--- config.mk ---
export PLATFORM = sky130hd
export DESIGN_NAME = jt51_cpu_wr
export DESIGN_NICKNAME = d
export VERILOG_FILES = /design/src/rtl/jt51_cpu_wr.sv
export SDC_FILE = /design/constraint.sdc
export NUM_CORES = 1
export LEC_CHECK = 0
export CAP_MARGIN = 20
export CORE_MARGIN = 8
export CORE_UTILIZATION = 48
export CTS_CLUSTER_DIAMETER = 100
export DETAILED_ROUTE_END_ITERATION = 8
export MAX_ROUTING_LAYER = met4
export PLACE_DENSITY = 0.8
export SYNTH_ARGS = -nofsm -noshare
export SYNTH_HDL_FRONTEND = slang
export SYNTH_SLANG_ARGS = --single-unit
--- constraint.sdc ---
create_clock -name clk -period 2.7 [get_ports clk]
set_clock_uncertainty 0.2 [all_clocks]
set_input_delay 0.54 -clock clk [delete_from_list [all_inputs] [get_ports clk]]
set_output_delay 0.54 -clock clk [all_outputs]
set_load 0.005 [all_outputs]
--- src/rtl/jt51_cpu_wr.sv ---
// Host write port of the JT51 core: latches globals locally and hands
// channel/operator writes to the register file through held update strobes.
module jt51_cpu_wr (
    input  logic       clk,
    input  logic       rst_n,
    input  logic       cs_n,
    input  logic       wr_n,
    input  logic       a0,
    input  logic [7:0] din,
    output logic [7:0] dout,
    input  logic       busy_in,
    input  logic       flag_A,
    input  logic       flag_B,
    output logic [7:0] d_out,
    output logic [1:0] op,
    output logic [2:0] ch,
    output logic       up_rl,
    output logic       up_kc,
    output logic       up_kf,
    output logic       up_pms,
    output logic       up_dt1,
    output logic       up_tl,
    output logic       up_ks,
    output logic       up_amsen,
    output logic       up_dt2,
    output logic       up_d1l,
    output logic       up_keyon,
    output logic [9:0] value_A,
    output logic [7:0] value_B,
    output logic       load_A,
    output logic       load_B,
    output logic       en_irq_A,
    output logic       en_irq_B,
    output logic       csm,
    output logic       clr_flag_A,
    output logic       clr_flag_B,
    output logic       lfo_rst,
    output logic [7:0] lfo_freq,
    output logic [6:0] amd,
    output logic [6:0] pmd,
    output logic [1:0] lfo_w,
    output logic [1:0] ct,
    output logic       ne,
    output logic [4:0] nfrq
);

    localparam int unsigned NUP      = 11;
    localparam int unsigned UP_RL    = 0;
    localparam int unsigned UP_KC    = 1;
    localparam int unsigned UP_KF    = 2;
    localparam int unsigned UP_PMS   = 3;
    localparam int unsigned UP_DT1   = 4;
    localparam int unsigned UP_TL    = 5;
    localparam int unsigned UP_KS    = 6;
    localparam int unsigned UP_AMSEN = 7;
    localparam int unsigned UP_DT2   = 8;
    localparam int unsigned UP_D1L   = 9;
    localparam int unsigned UP_KEYON = 10;

    typedef enum logic [1:0] {IDLE, ARMED, UPDATE} state_t;

    typedef struct packed {
        logic [9:0] value_a;
        logic [7:0] value_b;
        logic       load_a;
        logic       load_b;
        logic       en_irq_a;
        logic       en_irq_b;
        logic       csm;
        logic       clr_a;
        logic       clr_b;
        logic       lfo_rst;
        logic [7:0] lfo_freq;
        logic [6:0] amd;
        logic [6:0] pmd;
        logic [1:0] lfo_w;
        logic [1:0] ct;
        logic       ne;
        logic [4:0] nfrq;
    } glb_t;

    state_t           state_q, state_d;
    glb_t             glb_q, glb_d;
    logic [7:0]       addr_q, addr_d;
    logic [7:0]       dreg_q, dreg_d;
    logic [1:0]       op_q, op_d;
    logic [2:0]       ch_q, ch_d;
    logic [NUP-1:0]   up_q, up_d;
    logic             we_q;
    logic             busy_in_q;

    logic we_c, wr_ev_c, busy_flag_c, chan_wr_c, glb_wr_c;

    always_ff @(posedge clk or negedge rst_n) begin
        if (!rst_n) begin
            state_q   <= IDLE;
            glb_q     <= '0;
            addr_q    <= '0;
            dreg_q    <= '0;
            op_q      <= '0;
            ch_q      <= '0;
            up_q      <= '0;
            we_q      <= 1'b0;
            busy_in_q <= 1'b0;
        end else begin
            state_q   <= state_d;
            glb_q     <= glb_d;
            addr_q    <= addr_d;
            dreg_q    <= dreg_d;
            op_q      <= op_d;
            ch_q      <= ch_d;
            up_q      <= up_d;
            we_q      <= we_c;
            busy_in_q <= busy_in;
        end
    end

    always_comb begin
        state_d   = state_q;
        glb_d     = glb_q;
        glb_d.clr_a = 1'b0;
        glb_d.clr_b = 1'b0;
        addr_d    = addr_q;
        dreg_d    = dreg_q;
        op_d      = op_q;
        ch_d      = ch_q;
        up_d      = up_q;

        we_c        = ~cs_n & ~wr_n;
        wr_ev_c     = we_c & ~we_q;
        busy_flag_c = (state_q != IDLE);
        chan_wr_c   = wr_ev_c & a0 & ((addr_q >= 8'h20) | (addr_q == 8'h08));
        glb_wr_c    = wr_ev_c & a0 & (addr_q < 8'h20) & (addr_q != 8'h08);

        if (wr_ev_c && !a0) begin
            addr_d = din;
        end

        if (glb_wr_c) begin
            case (addr_q)
                8'h01: glb_d.lfo_rst = din[1];
                8'h0F: begin
                    glb_d.ne   = din[7];
                    glb_d.nfrq = din[4:0];
                end
                8'h10: glb_d.value_a[9:2] = din;
                8'h11: glb_d.value_a[1:0] = din[1:0];
                8'h12: glb_d.value_b = din;
                8'h14: begin
                    glb_d.csm      = din[7];
                    glb_d.clr_b    = din[5];
                    glb_d.clr_a    = din[4];
                    glb_d.en_irq_b = din[3];
                    glb_d.en_irq_a = din[2];
                    glb_d.load_b   = din[1];
                    glb_d.load_a   = din[0];
                end
                8'h18: glb_d.lfo_freq = din;
                8'h19: begin
                    if (din[7]) glb_d.pmd = din[6:0];
                    else        glb_d.amd = din[6:0];
                end
                8'h1B: begin
                    glb_d.ct    = din[7:6];
                    glb_d.lfo_w = din[1:0];
                end
                default: ;
            endcase
        end

        // ARMED waits for a fresh busy_in rise so a stale window cannot end the update
        case (state_q)
            IDLE: begin
                if (chan_wr_c) begin
                    dreg_d = din;
                    op_d   = addr_q[4:3];
                    ch_d   = addr_q[2:0];
                    up_d   = '0;
                    if (addr_q == 8'h08) begin
                        up_d[UP_KEYON] = 1'b1;
                    end else if (addr_q[7:5] == 3'b001) begin
                        case (addr_q[4:3])
                            2'd0:    up_d[UP_RL]  = 1'b1;
                            2'd1:    up_d[UP_KC]  = 1'b1;
                            2'd2:    up_d[UP_KF]  = 1'b1;
                            default: up_d[UP_PMS] = 1'b1;
                        endcase
                    end else begin
                        case (addr_q[7:5])
                            3'd2:    up_d[UP_DT1]   = 1'b1;
                            3'd3:    up_d[UP_TL]    = 1'b1;
                            3'd4:    up_d[UP_KS]    = 1'b1;
                            3'd5:    up_d[UP_AMSEN] = 1'b1;
                            3'd6:    up_d[UP_DT2]   = 1'b1;
                            default: up_d[UP_D1L]   = 1'b1;
                        endcase
                    end
                    state_d = ARMED;
                end
            end
            ARMED: begin
                if (busy_in && !busy_in_q) state_d = UPDATE;
            end
            UPDATE: begin
                if (!busy_in) begin
                    up_d    = '0;
                    state_d = IDLE;
                end
            end
            default: state_d = IDLE;
        endcase
    end

    assign dout       = {busy_flag_c, 5'b0, flag_B, flag_A};
    assign d_out      = dreg_q;
    assign op         = op_q;
    assign ch         = ch_q;
    assign up_rl      = up_q[UP_RL];
    assign up_kc      = up_q[UP_KC];
    assign up_kf      = up_q[UP_KF];
    assign up_pms     = up_q[UP_PMS];
    assign up_dt1     = up_q[UP_DT1];
    assign up_tl      = up_q[UP_TL];
    assign up_ks      = up_q[UP_KS];
    assign up_amsen   = up_q[UP_AMSEN];
    assign up_dt2     = up_q[UP_DT2];
    assign up_d1l     = up_q[UP_D1L];
    assign up_keyon   = up_q[UP_KEYON];
    assign value_A    = glb_q.value_a;
    assign value_B    = glb_q.value_b;
    assign load_A     = glb_q.load_a;
    assign load_B     = glb_q.load_b;
    assign en_irq_A   = glb_q.en_irq_a;
    assign en_irq_B   = glb_q.en_irq_b;
    assign csm        = glb_q.csm;
    assign clr_flag_A = glb_q.clr_a;
    assign clr_flag_B = glb_q.clr_b;
    assign lfo_rst    = glb_q.lfo_rst;
    assign lfo_freq   = glb_q.lfo_freq;
    assign amd        = glb_q.amd;
    assign pmd        = glb_q.pmd;
    assign lfo_w      = glb_q.lfo_w;
    assign ct         = glb_q.ct;
    assign ne         = glb_q.ne;
    assign nfrq       = glb_q.nfrq;

endmodule
======== Word level (Yosys, flattened, before mapping) ========
Cells that the tools add are included.
storage, ports and cells
  register bits ........................... 94
  input port bits ......................... 16
  output and inout bits ................... 90
  word-level logic and storage cells ...... 116
cells by class
  magnitude comparators ................... 2
  eq/ne operators ......................... 24
  muxes and demuxes ....................... 30
  bitwise operators ....................... 11
  reductions and logical operators ........ 23
operators by type and width
  kind                                                                           count
  8-bit by 5-bit == test with 1-bit output (second input constant)               7
  35-bit two-way mux                                                             1
  11-bit two-way mux                                                             2
  11-bit case mux with 2 select lines                                            1
  2-bit AND reduction                                                            9
  8-bit by 4-bit == test with 1-bit output (second input constant)               2
  14-bit two-way mux                                                             1
  7-bit two-way mux                                                              2
  1-bit two-way mux                                                              12
  6-bit two-way mux                                                              2
  3-bit AND reduction                                                            4
  10-bit two-way mux                                                             1
  3-bit == test (second input constant)                                          3
  8-bit by 1-bit == test with 1-bit output (second input constant)               1
  8-bit by 6-bit >= comparator with 1-bit output (second input constant)         1
  8-bit by 6-bit less-than comparator with 1-bit output (second input constant)  1
  2-bit two-way mux                                                              4
  4-bit two-way mux                                                              2
  8-bit two-way mux                                                              1
  8-bit by 4-bit inequality test with 1-bit output (second input constant)       1
  1-bit bitwise AND                                                              6
  3-bit by 2-bit == test with 1-bit output (second input constant)               2
  2-bit inequality test (second input constant)                                  3
  2-bit case mux with 3 select lines                                             1
  11 further kinds                                                               20

======== Depth between registers and ports, before layout ========
  depth in word-level cells ............... 7
  mapped depth ............................ 6
  depth with buffers taken out ............ 4

======== Worst setup path before layout ========
OpenSTA, ideal clock, no wires.
  path kind ............................... input to register
  start point ............................. input port wr_n
  end point ............................... register glb_q, in the netlist amd[0]
  setup time .............................. 125 ps
  arrival time ............................ 2,182 ps
  required time ........................... 2,375 ps
  slack ................................... 193 ps
  stages on the path ...................... 5
  buffers on the path ..................... 2
  cell sequence ........................... or4b_1 > buf_6 > or4_4 > buf_6 > mux2_4
on the way
  longest elaborated chain between the ends .. 7
ends and longest elaborated chain
  item                            line  source
  start, declared                 7     input logic wr_n,
  1-bit NOT                       129   we_c = ~cs_n & ~wr_n;
  1-bit bitwise AND               129
  1-bit bitwise AND               130   wr_ev_c = we_c & ~we_q;
  1-bit bitwise AND (3 in a row)  133   glb_wr_c = wr_ev_c & a0 & (addr_q < 8'h20) & (addr_q != 8'h08);
  3-bit AND reduction (no line)   n/a
  end signal, assigned            107   glb_q <= glb_d;
  end, declared                   83    glb_t glb_q, glb_d;
No other way between the ends.
A chain may end at the register's enable or synchronous reset.

======== Worst setup path after layout ========
  start point ............................. input port wr_n
  end point ............................... register glb_q, in the netlist amd[3]
The elaborated chain is that of the path after synthesis.

==> out/qor.txt <==
PLACEMENT
---------------------------------------------------------------------------------
Placed Instance Area                                                   5032 sq um
Routability cong.                                                          0.8148
Post-placement worst setup slack                                       -0.2566 ns
Port bufs                                                                      96
Final HPWL DP                                                        6964 microns
Instance count after placement with tap cells included                        474

WORST SETUP PATH
---------------------------------------------------------------------------------
Endpoint type of the worst setup path                                    register
Data required, critical path                                              2.74 ns
Crit-path max FO                                                                7
Type of the setup path with the least slack                                in2reg
Arr. time, crit path                                                      2.65 ns
Startpoint types                                                     primary input

ROUTE
---------------------------------------------------------------------------------
Post-DR wirelength/cell                                              19.30 microns
Post-detailed-routing wire length                                    9458 microns
Iter 0 DRT Violations                                                          83
Number of detailed-routing iterations run before antenna repair                 4
Via count                                                                    2582
Residual DRC count                                                              0
DRT antenna net count                                                           0
Vias per inst                                                               5.269

FINISH
---------------------------------------------------------------------------------
Inserted Diodes                                                                 0
Fraction of layout cells with a size suffix above 1                        31.96%
Finished Core Util                                                         67.04%
Final Net Count                                                               399
Area Overhead vs Synth                                                     34.65%
Final standard cell area without fillers                               5207 sq um
Area taken by multi-input logic gates                                  1393 sq um
Storage cell area                                                      2352 sq um
Most common library cell in the layout ignoring fill and taps        clkdlybuf4s50_1
Most frequent cells in the layout                                    95 x clkdlybuf4s50_1, 94 x dfrtp_1, 65 x mux2_2
Number of standard cells in the layout, taps in and fillers out               490
Final-layout fill cell count                                                  595

GLOBAL ROUTING
---------------------------------------------------------------------------------
Wire length of the first global-routing pass                         15480 microns
Via count of the first global-routing pass                                   2907
Antenna violations before repair                                                0
GRT Resource Usage Total                                                   17.98%
Largest net degree at the start of global routing                              51
Sum of overflow across all layers after global routing                          0

STA
---------------------------------------------------------------------------------
Max Clk Rate                                                            383.2 MHz
RSZ-0062 raised after global routing                                        false
Slew @ Worst Pin                                                        0.6387 ns
Worst slack on hold paths                                            0.0004311 ns
Worst setup margin                                                     0.09021 ns
Final period util                                                          96.66%
Final count of pins violating max slew                                          0
Max-Slew Margin vs Limit                                                   56.86%
Number of hold violations in the final report                                   0
Fin crit period                                                          2.610 ns
# setup viols final                                                             0

SYNTH
---------------------------------------------------------------------------------
Register area share after synthesis                                        60.82%
Share of synthesized registers carrying an async set or reset              100.0%
Count of unique library cells instantiated by Yosys                            43
Post-synth top flop                                                       dfrtp_1
Cells after Synth                                                             272
EDFF count, synth                                                               0
Average size of a mapped cell                                         14.22 sq um
Summed instance area of the synthesized netlist                        3867 sq um
Synthesis warning total                                                         0
Yosys reg bits                                                                 94

CLOCKING
---------------------------------------------------------------------------------
TritonCTS clock tree                                                          yes
Maximum buffer depth of the clock tree                                          2
Worst-skew pair later-pin latency                                         0.35 ns
CTS-repair resized insts                                                        0
TritonCTS sink count                                                           94
H-tree levels                                                                   3
Hold-fix buffer count after cts                                                 0
Number of buffers inserted to repair setup after CTS                            0
TritonCTS Buffers                                                               9
Register clock-pin slew on the reported worst setup and hold paths        0.09 ns
CTS root buf                                                             clkbuf_8

PWR
---------------------------------------------------------------------------------
Share of total power in sequential cells                                    52.3%
Internal power summed over all cells                                      2421 uW
Maximum resistive drop on vdd                                           0.2852 mV
P_sw                                                                     905.0 uW
Combinational share of power                                                22.4%
Net Sw Frac                                                                27.21%
Static Leakage                                                        0.002401 uW
Power density of the placed cells                                    638.7 nW/um^2
Clock share of power                                                        25.3%

FLOORPLANNING
---------------------------------------------------------------------------------
Boundary Pins                                                                 106
DIE AREA                                                              11190 sq um
Initial core utilization                                                   49.79%
Placement Rows                                                                 32
Die Span Y                                                           105.8 microns
Die boundary width                                                   105.8 microns
Area inside the core boundary                                          7767 sq um

FLOW RUN
---------------------------------------------------------------------------------
Maximum Capacitance Violations                                                  0

RUN STATUS
---------------------------------------------------------------------------------
Outcome                                                              finished, final reports clean

HOLD PATH
---------------------------------------------------------------------------------
Worst hold-check path type                                               in2async

==> state kept, by name (all words and copies together) (netlist names), 2 cells and up <==
signal,flops
value_B,8
nfrq,5
d_out,8
lfo_w,2
value_A,10
addr_q,8
lfo_freq,8
amd,7
state_q,2
ch,3
up_q,11
op,2
ct,2
pmd,7
==> final timing paths <==
check                      startpoint          to  slack (ns)  depth (start not counted)
setup / recovery                 wr_n      amd[3]        0.09                          4
setup reg to reg            addr_q[4]    d_out[6]        0.33                          4
hold / removal                  rst_n  state_q[0]      0.0004                          1
max in group asynchronous       rst_n       op[1]        1.62                          2
min in group clk                op[1]       op[1]        0.31                          1
hold reg to reg                 op[1]       op[1]        0.31                          1
==> metrics by stage <==
stage / total power [uW] / TNS (ns)
2_1_floorplan: 2042 / 0
3_3_place_gp: 2500 / -10.11
3_5_place_dp: 2526 / -13.33
4_1_cts: 3366 / 0
5_1_grt: 3501 / 0
6_report: 3326 / 0
==> cell usage after synthesis (2+ instances only) <==
cell,instances,share of area (%)
buf_4,8,1.6
nor2_1,5,0.49
nand2b_1,5,0.81
nor4_4,2,1.1
o31ai_1,2,0.39
clkbuf_1,10,0.97
nor3_2,2,0.52
o21ai_0,4,0.52
nand3_1,3,0.39
a31o_2,2,0.45
buf_2,2,0.26
or2_2,2,0.32
a22o_1,4,0.91
or3_1,2,0.32
mux2_4,7,2.7
mux2_2,65,19
nor4_1,4,0.65
nand4_1,2,0.32
and2_1,4,0.65
dfrtp_1,94,61
o22ai_1,4,0.65
nor2b_1,2,0.32
nand2_1,16,1.6
buf_6,2,0.58
==> layout make-up <==
cell class / instances / share of cell area (%)
sequential: 94 / 45.17
timing repair buffer: 119 / 22.20
multi-input combinational: 158 / 26.74
clock buffer: 11 / 2.715
clock inverter: 5 / 0.6487
inverter: 1 / 0.07208
tap: 102 / 2.451
==> critical path, cell delays in order <==
cell             delay (ns)
clkdlybuf4s50_1        0.43
or4b_1                 0.66
or4_4                  0.68
mux2_4                 0.33
==> power by group through the flow <==
stage	sequential, uW	clock [uW]	combinational [uW]
2_1_floorplan	1730	0	312
3_3_place_gp	1760	0	739
3_5_place_dp	1770	0	758
4_1_cts	1740	865	761
5_1_grt	1770	922	810
6_report	1740	841	746
==> metal layers <==
metal	up-vias	track usage (%)	part of all wire [%]
li1	1185	-	-
met1	1305	21.42	44
met2	78	27.84	48
met3	14	5.420	6.9
met4	0	7.538	1.8
met5	-	-	0
==> cells by family (layout without fill, tap and decap cells) <==
| logic type | count (synthesis) | after routing | share of synthesized area [%] |
|---|---|---|---|
| other | 1 | 5 | 0.09696 |
| AOI/OAI and AO/OA | 21 | 21 | 3.979 |
| DFF | 94 | 94 | 60.82 |
| muxes | 72 | 72 | 21.64 |
| buffers and inverters | 24 | 136 | 3.559 |
| and+or+nand+nor | 60 | 60 | 9.900 |
Note: power is estimated with default switching activity, not from simulation.
